`src/rtl/imem_loader_pkg.sv`:
```
// Shared types and constants for the instruction-memory loader.
// Holds the loader FSM encoding and the word geometry.
package imem_pkg;

   typedef enum logic [1:0] {
      IDLE,
      RECV,
      WRITE,
      DONE
   } loader_state_t;

   localparam int BYTES_PER_WORD = 4;

endpackage

```
`src/rtl/imem_loader_if.sv`:
```
// Loader bus: load request, byte stream, memory write port, status.
// master = host/stream source side, slave = loader side.
interface imem_loader_if #(
   parameter int ADDR_WIDTH  = 12,
   parameter int INSTR_WIDTH = 32
);
   logic                     start;
   logic [ADDR_WIDTH-1:0]    base_addr;
   logic [ADDR_WIDTH:0]      byte_count;
   logic                     s_valid;
   logic [7:0]               s_data;
   logic                     s_ready;
   logic                     mem_we;
   logic [ADDR_WIDTH-1:0]    mem_addr;
   logic [INSTR_WIDTH-1:0]   mem_wdata;
   logic [INSTR_WIDTH/8-1:0] mem_be;
   logic                     busy;
   logic                     done;
   logic [7:0]               checksum;

   modport master (
      output start, base_addr, byte_count, s_valid, s_data,
      input  s_ready, mem_we, mem_addr, mem_wdata, mem_be,
      input  busy, done, checksum
   );

   modport slave (
      input  start, base_addr, byte_count, s_valid, s_data,
      output s_ready, mem_we, mem_addr, mem_wdata, mem_be,
      output busy, done, checksum
   );
endinterface

```
`src/rtl/imem_loader_byte_packer.sv`:
```
// Packs accepted bytes little-endian into a word with lane enables.
// Ports: clear, byte_en/byte_data in; lane_cnt, word, be out.
module imem_byte_packer
   import imem_pkg::*;
#(
   parameter int W = 8 * BYTES_PER_WORD
) (
   input  logic                 clk,
   input  logic                 rst,
   input  logic                 clear,
   input  logic                 byte_en,
   input  logic [7:0]           byte_data,
   output logic [$clog2(W/8)-1:0] lane_cnt,
   output logic [W-1:0]         word,
   output logic [W/8-1:0]       be
);
   localparam int NB = W / 8;
   localparam int LW = $clog2(NB);

   logic [LW-1:0] lane_q, lane_d;
   logic [W-1:0]  word_q, word_d;
   logic [NB-1:0] be_q, be_d;

   always_ff @(posedge clk or posedge rst) begin
      if (rst) begin
         lane_q <= '0;
         word_q <= '0;
         be_q   <= '0;
      end else begin
         lane_q <= lane_d;
         word_q <= word_d;
         be_q   <= be_d;
      end
   end

   always_comb begin
      lane_d = lane_q;
      word_d = word_q;
      be_d   = be_q;
      if (clear) begin
         lane_d = '0;
         word_d = '0;
         be_d   = '0;
      end else if (byte_en) begin
         word_d[8*lane_q +: 8] = byte_data;
         be_d[lane_q]          = 1'b1;
         lane_d                = lane_q + LW'(1);
      end
   end

   assign lane_cnt = lane_q;
   assign word     = word_q;
   assign be       = be_q;
endmodule

```
`src/rtl/imem_loader.sv`:
```
// Loads instruction memory from a byte stream, one word write per word.
// Ports: clk, rst, bus (slave): request, stream, mem write, status.
module imem_loader
   import imem_pkg::*;
#(
   parameter int ADDR_WIDTH  = 12,
   parameter int INSTR_WIDTH = 8 * BYTES_PER_WORD
) (
   input  logic          clk,
   input  logic          rst,
   imem_loader_if.slave  bus
);
   localparam int LW = $clog2(BYTES_PER_WORD);

   loader_state_t         state_q, state_d;
   logic [ADDR_WIDTH-1:0] addr_q, addr_d;
   logic [ADDR_WIDTH:0]   rem_q, rem_d;
   logic [7:0]            csum_q, csum_d;

   logic                  clear;
   logic                  accept;
   logic [LW-1:0]         lane_cnt;

   imem_byte_packer #(.W(INSTR_WIDTH)) u_packer (
      .clk       (clk),
      .rst       (rst),
      .clear     (clear),
      .byte_en   (accept),
      .byte_data (bus.s_data),
      .lane_cnt  (lane_cnt),
      .word      (bus.mem_wdata),
      .be        (bus.mem_be)
   );

   always_ff @(posedge clk or posedge rst) begin
      if (rst) begin
         state_q <= IDLE;
         addr_q  <= '0;
         rem_q   <= '0;
         csum_q  <= '0;
      end else begin
         state_q <= state_d;
         addr_q  <= addr_d;
         rem_q   <= rem_d;
         csum_q  <= csum_d;
      end
   end

   assign accept = (state_q == RECV) && bus.s_valid;

   always_comb begin
      state_d = state_q;
      addr_d  = addr_q;
      rem_d   = rem_q;
      csum_d  = csum_q;
      clear   = 1'b0;
      unique case (state_q)
         IDLE: begin
            if (bus.start) begin
               addr_d  = {bus.base_addr[ADDR_WIDTH-1:2], 2'b00};
               rem_d   = bus.byte_count;
               csum_d  = '0;
               clear   = 1'b1;
               state_d = (bus.byte_count != '0) ? RECV : DONE;
            end
         end
         RECV: begin
            if (accept) begin
               csum_d = csum_q + bus.s_data;
               rem_d  = rem_q - (ADDR_WIDTH+1)'(1);
               // word full, or this was the final byte of the load
               if (lane_cnt == LW'(BYTES_PER_WORD - 1) ||
                   rem_q == (ADDR_WIDTH+1)'(1))
                  state_d = WRITE;
            end
         end
         WRITE: begin
            clear   = 1'b1;
            addr_d  = addr_q + ADDR_WIDTH'(BYTES_PER_WORD);
            state_d = (rem_q == '0) ? DONE : RECV;
         end
         DONE: begin
            state_d = IDLE;
         end
         default: begin
            state_d = IDLE;
         end
      endcase
   end

   assign bus.s_ready  = (state_q == RECV);
   assign bus.mem_we   = (state_q == WRITE);
   assign bus.mem_addr = addr_q;
   assign bus.busy     = (state_q != IDLE);
   assign bus.done     = (state_q == DONE);
   assign bus.checksum = csum_q;
endmodule

```
`src/flat_wrapper.sv`:
```
// flat-port wrapper written by rule: the top's interface ports become plain ports
module imem_loader_flat import imem_pkg::*;
#(
   parameter int ADDR_WIDTH  = 12,
   parameter int INSTR_WIDTH = 8 * BYTES_PER_WORD
)
  (clk, rst, bus_start, bus_base_addr, bus_byte_count, bus_s_valid, bus_s_data, bus_s_ready, bus_mem_we, bus_mem_addr, bus_mem_wdata, bus_mem_be, bus_busy, bus_done, bus_checksum);
  imem_loader_if #(.ADDR_WIDTH(ADDR_WIDTH), .INSTR_WIDTH(INSTR_WIDTH)) bus_i ();
  input  logic clk;
  input  logic rst;
  input wire logic [$bits(bus_i.start)-1:0] bus_start;
  input wire logic [$bits(bus_i.base_addr)-1:0] bus_base_addr;
  input wire logic [$bits(bus_i.byte_count)-1:0] bus_byte_count;
  input wire logic [$bits(bus_i.s_valid)-1:0] bus_s_valid;
  input wire logic [$bits(bus_i.s_data)-1:0] bus_s_data;
  output wire logic [$bits(bus_i.s_ready)-1:0] bus_s_ready;
  output wire logic [$bits(bus_i.mem_we)-1:0] bus_mem_we;
  output wire logic [$bits(bus_i.mem_addr)-1:0] bus_mem_addr;
  output wire logic [$bits(bus_i.mem_wdata)-1:0] bus_mem_wdata;
  output wire logic [$bits(bus_i.mem_be)-1:0] bus_mem_be;
  output wire logic [$bits(bus_i.busy)-1:0] bus_busy;
  output wire logic [$bits(bus_i.done)-1:0] bus_done;
  output wire logic [$bits(bus_i.checksum)-1:0] bus_checksum;
  assign bus_i.start = bus_start;
  assign bus_i.base_addr = bus_base_addr;
  assign bus_i.byte_count = bus_byte_count;
  assign bus_i.s_valid = bus_s_valid;
  assign bus_i.s_data = bus_s_data;
  assign bus_s_ready = bus_i.s_ready;
  assign bus_mem_we = bus_i.mem_we;
  assign bus_mem_addr = bus_i.mem_addr;
  assign bus_mem_wdata = bus_i.mem_wdata;
  assign bus_mem_be = bus_i.mem_be;
  assign bus_busy = bus_i.busy;
  assign bus_done = bus_i.done;
  assign bus_checksum = bus_i.checksum;
  imem_loader #(.ADDR_WIDTH(ADDR_WIDTH), .INSTR_WIDTH(INSTR_WIDTH)) u_core (.clk(clk), .rst(rst), .bus(bus_i));
endmodule
```
`config.mk`:
```
export PLATFORM = sky130hd
export DESIGN_NAME = imem_loader_flat
export DESIGN_NICKNAME = d
export VERILOG_FILES = /design/src/rtl/imem_loader_pkg.sv /design/src/rtl/imem_loader_if.sv /design/src/rtl/imem_loader_byte_packer.sv /design/src/rtl/imem_loader.sv /design/src/flat_wrapper.sv
export SDC_FILE = /design/constraint.sdc
export NUM_CORES = 1
export LEC_CHECK = 0
export ABC_AREA = 1
export BUFFER_PORTS_ARGS = -buffer_cell sky130_fd_sc_hd__buf_2
export CAP_MARGIN = 0
export CELL_PAD_IN_SITES_DETAIL_PLACEMENT = 0
export CELL_PAD_IN_SITES_GLOBAL_PLACEMENT = 1
export CORE_AREA = 8 8 109 111
export CTS_CLUSTER_DIAMETER = 30
export DETAILED_ROUTE_END_ITERATION = 12
export DIE_AREA = 0 0 117 119
export PLACE_DENSITY = 0.93
export SYNTH_ARGS = -nofsm -noshare
export SYNTH_HDL_FRONTEND = slang
export SYNTH_SLANG_ARGS = --single-unit
```
`constraint.sdc`:
```
create_clock -name clk -period 2.95 [get_ports clk]
set_input_delay 0.295 -clock clk [delete_from_list [all_inputs] [get_ports clk]]
set_output_delay 0.295 -clock clk [all_outputs]
set_load 0.005 [all_outputs]
```
==> results of run 1 <==
-- per-layer routing --
metal	global-route usage, %	wire, um
met4	6.085	172
met2	27.27	5399
met1	22.33	5110
met5	0	0
met3	3.941	737
-- cell usage in the layout (no fill, tap or decap), drive strengths merged --
cell | synthesis | final
bufinv | 0 | 2
o211a | 2 | 2
dfrtp | 71 | 71
a21oi | 25 | 25
inv | 67 | 70
nor2 | 46 | 46
nand3 | 65 | 65
buf | 16 | 96
nand2 | 146 | 146
o211ai | 4 | 4
o32ai | 3 | 3
ha | 19 | 19
or2 | 2 | 2
conb | 1 | 2
clkinvlp | 0 | 1
o21ai | 48 | 48
clkinv | 0 | 1
nor3 | 9 | 9
nand4 | 7 | 7
fa | 1 | 1
o21a | 1 | 1
o31ai | 1 | 1
o21bai | 1 | 1
a21o | 1 | 1
nand3b | 4 | 4
xnor2 | 2 | 2
o22ai | 5 | 5
clkbuf | 2 | 9
-- worst max-delay path: stages (launching register included) --
cell	delay, ns
dfrtp_1	0.45
inv_2	0.11
nand2_4	0.15
inv_2	0.39
buf_2	0.20
-- per-stage QoR --
stage	utilization, %	setup slack [ns]
after global placement	47.46	1.049
after global routing	49.70	0.8394
after detailed placement	47.46	1.003
after CTS	49.70	0.9678
after floorplan	-	0.8584
final	49.70	0.9851
-- flip-flops by register name, summed over array words and instances (netlist names) --
signal,cells
u_core.u_packer.be,4
u_core.u_packer.lane_cnt,2
u_core.bus.mem_addr,10
u_core.state_q,2
u_core.rem_q,13
u_core.u_packer.word,32
u_core.bus.checksum,8
-- where the power goes --
part / internal, mW / switching [mW] / total, mW
clock network: 0.486 / 0.426 / 0.912
logic: 0.821 / 1.48 / 2.30
registers: 1.31 / 0.299 / 1.61
total: 2.62 / 2.20 / 4.82
-- cell families after synthesis --
kind of cell	count (synthesis)
fa+ha+maj	20
other cells	1
buf+inv	85
compound gates	91
simple gates	279
xor+xnor	2
flops	71
-- cell type report --
cell class	count	area, um2	area share [%]
Multi-Input combinational cell	394	2096	41.78
Sequential cell	71	1777	35.42
Timing Repair Buffer	96	490.5	9.778
Inverter	67	256.5	5.113
Tap cell	136	170.2	3.392
Clock buffer	9	123.9	2.469
Clock inverter	7	102.6	2.045
-- final timing paths --
path | cells after the start | from | to
worst max-delay path | 4 | u_core.state_q[1]$_DFFE_PP0P_ | bus_s_ready
worst min-delay path | 2 | rst | u_core.rem_q[6]$_DFFE_PP0P_
worst max register to register | 9 | u_core.state_q[1]$_DFFE_PP0P_ | u_core.bus.mem_addr[6]$_DFFE_PP0P_
worst min register to register | 2 | u_core.u_packer.word[21]$_DFFE_PP0P_ | u_core.u_packer.word[21]$_DFFE_PP0P_
max in group asynchronous | 3 | rst | u_core.u_packer.word[3]$_DFFE_PP0P_
min in group clk | 3 | bus_base_addr[4] | u_core.bus.mem_addr[4]$_DFFE_PP0P_
==> results.json, run 1 <==
{
  "status": "complete, no violations",
  "cts-resized-gates": 0,
  "rsz0062_at_grt": "false",
  "finalCritPeriodShare_pct": 66.61,
  "die-width_um": 117,
  "final_area_um2": 5016,
  "worstSetupPathType": "reg -> out",
  "ys_types": 37,
  "drt_wl_total_mm": 11.42,
  "synth_cells": 549,
  "die_y_um": 119,
  "drive_above_1_share_pct": 21.12,
  "initial_core_util_pct": 42.34,
  "muxShareOfSynthArea_pct": 0,
  "fin_crit_ns": 1.965,
  "worstHoldPathType": "in -> async",
  "grt_usage_pct": 17.19,
  "vdd_drop_max_mv": 0.3123,
  "power.total_mw": 4.824,
  "grt_pass1_wl_mm": 19.20,
  "worstSkewPairLatency_ns": 0.36,
  "synth_flop_cell": "dfrtp_1",
  "async_reset_ff_share_pct": 100.0,
  "syn2layout_area_growth_pct": 17.39,
  "crit_fanout": 26,
  "via_count": 4004,
  "grt_pass1_vias": 3877,
  "netlist_top_cells_count": "141 x nand2_1, 71 x dfrtp_1, 65 x nand3_1",
  "synth-seq-cells": 71,
  "relSlewSlack_pct": 42.74,
  "ctsHoldBuffers": 0,
  "core-area_um2": 10090,
  "dp_hpwl_mm": 8.201,
  "end_kind": "output port",
  "synth_top_family_by_area": "simple AND/OR/NAND/NOR gates",
  "htreeDepth": 3,
  "power_leakage_nw": 2.711,
  "synth_compound_area_share_pct": 11.86,
  "holdWs_ns": 0.1026,
  "crit_arrival_ns": 1.67,
  "nFillCells": 1046,
  "cts_post_setup_buffers_inserted": 0,
  "drc": 0,
  "dp_cells": 764,
  "tightest_slew_ns": 0.8577,
  "cts_tree": "built",
  "fmaxAchievable_ghz": 0.5089,
  "synth.most_common_cell": "nand2_1",
  "cap_violations": 0,
  "postSynthAreaPerCell_um2": 7.783,
  "cp.required_ns": 2.65,
  "final_antenna_net_count": 0,
  "setup_viol": 0,
  "start_kind": "flip-flop",
  "grt_max_degree": 39,
  "syn-cell-area_um2": 4273,
  "ctsLongestPathBuffers": 2,
  "cts.sinks": 71,
  "drt-initial-drc-count": 287,
  "synth-adder-area-share_pct": 6.032,
  "io_pins": 97,
  "finalNonFillerCells": 780,
  "wl_per_cell_um": 14.64,
  "fin_skew_ns": 0.007274,
  "powerDensity_nw_per_um2": 961.7,
  "diodes": 0,
  "hold_viol": 0,
  "synth_xor_area_share_pct": 0.4100,
  "antenna_found_initial": 0,
  "synth_edf_count": 0,
  "io_buffers": 92,
  "ys_seq_area_share_pct": 41.58,
  "gp_congestion": 0.8225,
  "placementRows": 37,
  "root_buffer": "clkbuf_8",
  "clk_pin_slew_worst_paths_ns": 0.08,
  "cts_inserted_buffers": 9,
  "drt_first_pass_iters": 5,
  "overflow": 0,
  "drv_slew": 0,
  "setup_tns_ns": 0,
  "synth_top_area_cell": "dfrtp_1",
  "yosysTopAreaCellShare_pct": 41.58,
  "synth-simple-area-share_pct": 30.57,
  "reg2reg_slack_ns": 1.00,
  "synthTopCellsByArea": "dfrtp_1 42%, nand2_1 12%, nand3_1 7.6%, ha_1 5.6%, inv_1 5.2%",
  "ys_warn_count": 0,
  "vias_per_cell": 5.133,
  "dieArea_um2": 13920,
  "finalNetCount": 696,
  "dpl_cell_area_um2": 4790
}
Power figures use the tool's default switching activity.
==> run 2: changes to the inputs <==
ABC_AREA = 0   (was 1)
CORE_AREA = 8 8 113 115   (was 8 8 109 111)
DIE_AREA = 0 0 121 123   (was 0 0 117 119)
PLACE_DENSITY = 0.83   (was 0.93)
clock period = 1.7 ns   (was 2.95 ns; I/O delays follow)
==> results.json, run 2 <==
{
  "setup_tns_ns": -1.255,
  "diodes": 0,
  "relSlewSlack_pct": 60.35,
  "vias_per_cell": 5.179,
  "hold_viol": 0,
  "cts_tree": "built",
  "cp.required_ns": 1.96,
  "worstSkewPairLatency_ns": 0.33,
  "htreeDepth": 3,
  "worstHoldPathType": "in -> reg",
  "drt-initial-drc-count": 304,
  "cts_inserted_buffers": 9,
  "die_y_um": 123,
  "postSynthAreaPerCell_um2": 9.091,
  "fin_crit_ns": 2.042,
  "io_buffers": 92,
  "overflow": 0,
  "p_clk_share_pct": 19.4,
  "critPathTopFamily": "simple AND/OR/NAND/NOR gates",
  "rsz0062_at_grt": "true",
  "end_kind": "flip-flop",
  "grt_max_degree": 48,
  "slowest_delay_ns": 0.54,
  "via_count": 3708,
  "die-width_um": 121,
  "initial_core_util_pct": 34.55,
  "placementRows": 39,
  "synth_top_area_cell": "dfrtp_1",
  "p_int_mw": 5.480,
  "power_leakage_nw": 2.543,
  "root_buffer": "clkbuf_16",
  "start_kind": "flip-flop",
  "synth_flop_cell": "dfrtp_1",
  "final_antenna_net_count": 0,
  "fin_ws_ns": -0.3421,
  "crit_slowest_cell": "or4_4",
  "largest_reg_flops": 32,
  "drt_wl_total_mm": 12.08,
  "syn2layout_area_growth_pct": 40.63,
  "setup_viol": 9,
  "drt_first_pass_iters": 4,
  "nFillCells": 1035,
  "cts.sinks": 71,
  "vdd_drop_max_mv": 0.6548,
  "violations": "negative setup slack",
  "worstSetupPathType": "reg -> reg",
  "status": "finished, violations left",
  "synth_cells": 421,
  "core-area_um2": 11080,
  "hold_end": "u_core.rem_q[0]$_DFFE_PP0P_",
  "cap_violations": 0,
  "layout_common_cells": "92 x buf_2, 70 x dfrtp_1, 63 x nand2_1",
  "ys_warn_count": 0,
  "drive_above_1_share_pct": 37.35,
  "power_switching_mw": 3.777,
  "dieArea_um2": 14880,
  "seq_power_share_pct": 28.5,
  "ys_types": 56,
  "clk_pin_slew_worst_paths_ns": 0.06,
  "gp_congestion": 0.8604,
  "synth_edf_count": 0,
  "wl_per_cell_um": 16.87,
  "reg2reg_slack_ns": -0.34,
  "powerDensity_nw_per_um2": 1720,
  "seq_area_um2": 1778,
  "grt_usage_pct": 16.09,
  "syn-cell-area_um2": 3827,
  "crit_path_frequent_cell": "or4_4",
  "fin_skew_ns": 0.005428,
  "drc": 0,
  "dp_hpwl_mm": 8.802,
  "antenna_found_initial": 0,
  "r2r-start": "u_core.rem_q[3]$_DFFE_PP0P_",
  "synth-seq-cells": 71,
  "ys_seq_area_share_pct": 46.42,
  "synthTopCellsByArea": "dfrtp_1 46%, a21oi_1 8.0%, nand2_1 6.3%, ha_1 6.2%, nand3_1 4.8%",
  "async_reset_ff_share_pct": 100.0,
  "multi_input_area_um2": 2121,
  "hp-start": "bus_byte_count[0]",
  "final_common_cell": "buf_2",
  "crit_fanout": 2,
  "netlist_top_cells_count": "71 x dfrtp_1, 64 x nand2_1, 61 x a21oi_1",
  "ctsLongestPathBuffers": 2,
  "yosysTopAreaCellShare_pct": 46.42,
  "combPwrFrac_pct": 52.1,
  "r2r_end": "u_core.rem_q[11]$_DFFE_PP0P_",
  "rr_worst_depth": 5,
  "grt_pass1_wl_mm": 19.00,
  "drv_slew": 0,
  "synth.most_common_cell": "dfrtp_1",
  "finalCritPeriodShare_pct": 120.1,
  "swShare_pct": 40.80,
  "finalNetCount": 625,
  "tightest_slew_ns": 0.5947,
  "power.total_mw": 9.257,
  "grt_pass1_vias": 3660,
  "path_cells": "or4_4 -> or3_4 -> or4_4 -> a21oi_2 -> a2bb2oi_1",
  "fmaxAchievable_ghz": 0.4897,
  "hold-path-cell-count": 3,
  "critPathBufInv": 0,
  "io_pins": 97,
  "crit_arrival_ns": 2.30
}
## run 2: cell types whose count changed after synthesis, moves of 10 or more
| cell | delta |
|---|---|
| clkbuf_1 | +10 |
| nor2_1 | -17 |
| nand2_1 | -77 |
| a21oi_1 | +36 |
| inv_1 | -50 |
| o21ai_0 | -18 |
| nand3_1 | -28 |
## run 2: how the worst max path moves through the flow
stage,to,slack [ns],startpoint,cells past startpoint
after floorplan,u_core.rem_q[11]$_DFFE_PP0P_,-0.34,u_core.rem_q[0]$_DFFE_PP0P_,5
final,u_core.rem_q[11]$_DFFE_PP0P_,-0.34,u_core.rem_q[3]$_DFFE_PP0P_,5
after detailed placement,u_core.rem_q[11]$_DFFE_PP0P_,-0.34,u_core.rem_q[1]$_DFFE_PP0P_,5
after CTS,u_core.rem_q[11]$_DFFE_PP0P_,-0.35,u_core.rem_q[1]$_DFFE_PP0P_,5
after global placement,u_core.rem_q[11]$_DFFE_PP0P_,-0.31,u_core.rem_q[1]$_DFFE_PP0P_,5
after global routing,u_core.rem_q[11]$_DFFE_PP0P_,-0.39,u_core.rem_q[3]$_DFFE_PP0P_,5
## run 2: repair_timing
action                                 4_1_cts  5_1_grt
cloned                                       0        0
pin swaps                                   16       15
setup buffers                                5        4
hold buffers                                 1        0
endpoints found under the hold margin       24        0
setup endpoints to repair                   18       28
gates resized for setup                     16       24
## run 2: power by group through the flow
stage	logic [mW]	registers [mW]	clock network (mW)
after floorplan	2.46	2.69	0
after global placement	4.17	2.59	0
after detailed placement	4.28	2.62	0
after CTS	4.45	2.61	1.83
after global routing	5.35	2.70	1.91
final	4.82	2.64	1.79
## run 2: cell type report
type	count	share of cell area, %
Clock inverter	6	0.7903
Tap cell	143	3.324
Clock buffer	10	4.440
Timing Repair Buffer	158	18.32
Inverter	9	0.6974
Multi-Input combinational cell	319	39.40
Sequential cell	71	33.03
## run 2: cell families after synthesis
| family | after synthesis | share of synthesized area, % |
|---|---|---|
| simple gates | 157 | 19.42 |
| compound gates | 129 | 20.60 |
| flops | 71 | 46.42 |
| buf+inv | 32 | 4.021 |
| fa+ha+maj | 20 | 6.734 |
| xor+xnor | 6 | 1.373 |
| mux | 5 | 1.340 |
| other cells | 1 | 0.09798 |
## run 2: tightest hold or removal path: cells and delay by family
kind	cells	cell delay (ns)
buffers and inverters	1	0.09
AND/OR/NAND/NOR	2	0.12
## run 2: stage by stage
stage	std cells	hold slack (ns)	setup slack, ns	area, um2	util, %
global placement	690	0.2710	-0.3137	4828	43.59
finish	716	0.08464	-0.3421	5383	48.59
global route	716	0.08818	-0.3926	5383	48.59
CTS	712	0.07555	-0.3493	5239	47.29
floorplan	422	0.3027	-0.3384	3877	-
detailed placement	690	0.2777	-0.3413	4828	43.59
## run 2: routing by layer
layer / vias to the layer above / global-route usage, % / wire length (um) / part of all wire (%)
met5: - / 0 / 0 / 0
met4: 0 / 4.372 / 138 / 1.1
met3: 10 / 4.703 / 637 / 5.3
met2: 87 / 26.60 / 5961 / 49
met1: 1792 / 20.13 / 5339 / 44
li1: 1819 / - / - / -
==> run 3: changes to the inputs <==
TNS_END_PERCENT = 50   (was default)
==> results.json, run 3 (synthesized netlist as in run 2, its figures left out) <==
{
  "grt_usage_pct": 16.25,
  "setup_viol": 8,
  "start_kind": "flip-flop",
  "violations": "negative setup slack",
  "io_pins": 97,
  "crit_arrival_ns": 2.31,
  "layout_common_cells": "92 x buf_2, 71 x dfrtp_1, 63 x nand2_1",
  "critPathBufInv": 0,
  "root_buffer": "clkbuf_16",
  "finalNonFillerCells": 709,
  "dieArea_um2": 14880,
  "vdd_drop_max_mv": 0.5942,
  "power.total_mw": 9.141,
  "nFillCells": 1063,
  "overflow": 0,
  "tightest_slew_ns": 0.5143,
  "rr_worst_depth": 5,
  "relSlewSlack_pct": 65.40,
  "final_common_cell": "buf_2",
  "hold-path-cell-count": 3,
  "dp_hpwl_mm": 8.821,
  "hp-start": "bus_base_addr[9]",
  "placementRows": 39,
  "syn2layout_area_growth_pct": 38.57,
  "worstSetupPathType": "reg -> reg",
  "slowest_delay_ns": 0.54,
  "drt_first_pass_iters": 5,
  "final_antenna_net_count": 0,
  "antenna_found_initial": 0,
  "final_util_pct": 47.88,
  "io_buffers": 92,
  "finalNetCount": 618,
  "worstSkewPairLatency_ns": 0.33,
  "cts_inserted_buffers": 9,
  "cp.required_ns": 1.96,
  "initial_core_util_pct": 34.55,
  "cts.sinks": 71,
  "cts_tree": "built",
  "crit_fanout": 2,
  "via_count": 3694,
  "drc": 0,
  "fin_ws_ns": -0.3528,
  "gp_congestion": 0.8810,
  "vias_per_cell": 5.210,
  "clk_pin_slew_worst_paths_ns": 0.06,
  "diodes": 0,
  "powerDensity_nw_per_um2": 1724,
  "drt-initial-drc-count": 289,
  "drive_above_1_share_pct": 35.87,
  "grt_pass1_wl_mm": 19.44,
  "end_kind": "flip-flop",
  "drv_slew": 0,
  "largest_reg_flops": 32,
  "hold_end": "u_core.bus.mem_addr[9]$_DFFE_PP0P_",
  "crit_slowest_cell": "or4_4",
  "reg2reg_slack_ns": -0.35,
  "dp_cells": 688,
  "cap_violations": 0,
  "crit_path_frequent_cell": "or4_4",
  "fmaxAchievable_ghz": 0.4871,
  "fin_skew_ns": 0.004427,
  "path_cells": "or4_4 -> or3_4 -> or4_4 -> a21oi_2 -> a2bb2oi_2",
  "power_leakage_nw": 2.514,
  "r2r_end": "u_core.rem_q[11]$_DFFE_PP0P_",
  "grt_max_degree": 72,
  "grt_pass1_vias": 3823,
  "die_y_um": 123,
  "finalCritPeriodShare_pct": 120.8,
  "startpoint": "u_core.rem_q[1]$_DFFE_PP0P_",
  "worstHoldPathType": "in -> reg",
  "hold_viol": 0,
  "status": "finished, violations left",
  "core-area_um2": 11080,
  "ctsLongestPathBuffers": 2,
  "r2r-start": "u_core.rem_q[1]$_DFFE_PP0P_",
  "fin_crit_ns": 2.053,
  "critPathTopFamily": "simple AND/OR/NAND/NOR gates",
  "rsz0062_at_grt": "true",
  "die-width_um": 121,
  "htreeDepth": 3,
  "wl_per_cell_um": 17.01,
  "drt_wl_total_mm": 12.06
}
## run 3: timing repair
item | 4_1_cts | 5_1_grt
setup buffers | 1 | 3
resized for setup | 17 | 24
hold buffers | 1 | 0
setup endpoints to repair | 9 | 38
endpoints found under the hold margin | 71 | 0
pin swaps | 9 | 5
## run 3: worst max path at each step
stage | endpoint | slack [ns] | cells past startpoint
after floorplan | u_core.rem_q[11]$_DFFE_PP0P_ | -0.34 | 5
after global placement | u_core.rem_q[11]$_DFFE_PP0P_ | -0.31 | 5
after detailed placement | u_core.rem_q[11]$_DFFE_PP0P_ | -0.35 | 5
after CTS | u_core.rem_q[11]$_DFFE_PP0P_ | -0.37 | 5
after global routing | u_core.rem_q[11]$_DFFE_PP0P_ | -0.43 | 5
final | u_core.rem_q[11]$_DFFE_PP0P_ | -0.35 | 5
## run 3: per-stage QoR
stage / cell area (um2) / setup slack (ns) / setup TNS [ns] / hold slack, ns
finish: 5304 / -0.3528 / -1.258 / 0.08792
global route: 5304 / -0.4258 / -1.875 / 0.1111
global placement: 4785 / -0.3136 / -1.329 / 0.3040
floorplan: 3845 / -0.3384 / -4.166 / 0.3027
CTS: 5190 / -0.3710 / -1.053 / 0.08815
detailed placement: 4785 / -0.3512 / -1.607 / 0.3121
## run 3: metal layers
metal	GRT usage (%)	vias to the layer above	share of wire [%]
li1	-	1794	-
met4	6.323	0	1.4
met1	20.46	1796	43
met2	26.39	91	50
met3	4.018	13	6.3
met5	0	-	0
## run 3: power breakdown
group	internal (mW)	total, mW	switching [mW]
Combinational	2.10	4.55	2.46
Clock	1.18	1.94	0.753
Sequential	2.21	2.65	0.443
Total	5.49	9.14	3.65
## run 3: tightest hold or removal path: cells and delay by family
kind                   cells  cell delay, ns
AOI/OAI and AO/OA          1            0.09
buffers and inverters      1            0.07
and+or+nand+nor            1            0.03
## run 3: area by class of cell
class                           instances  area (um2)  share of cell area, %
Clock inverter                          6       68.82                  1.297
Timing Repair Buffer                  151       945.9                  17.83
Multi-Input combinational cell        319        2057                  38.78
Sequential cell                        71        1777                  33.50
Clock buffer                           10       239.0                  4.506
Inverter                                9       37.54                 0.7077
Tap cell                              143       178.9                  3.373
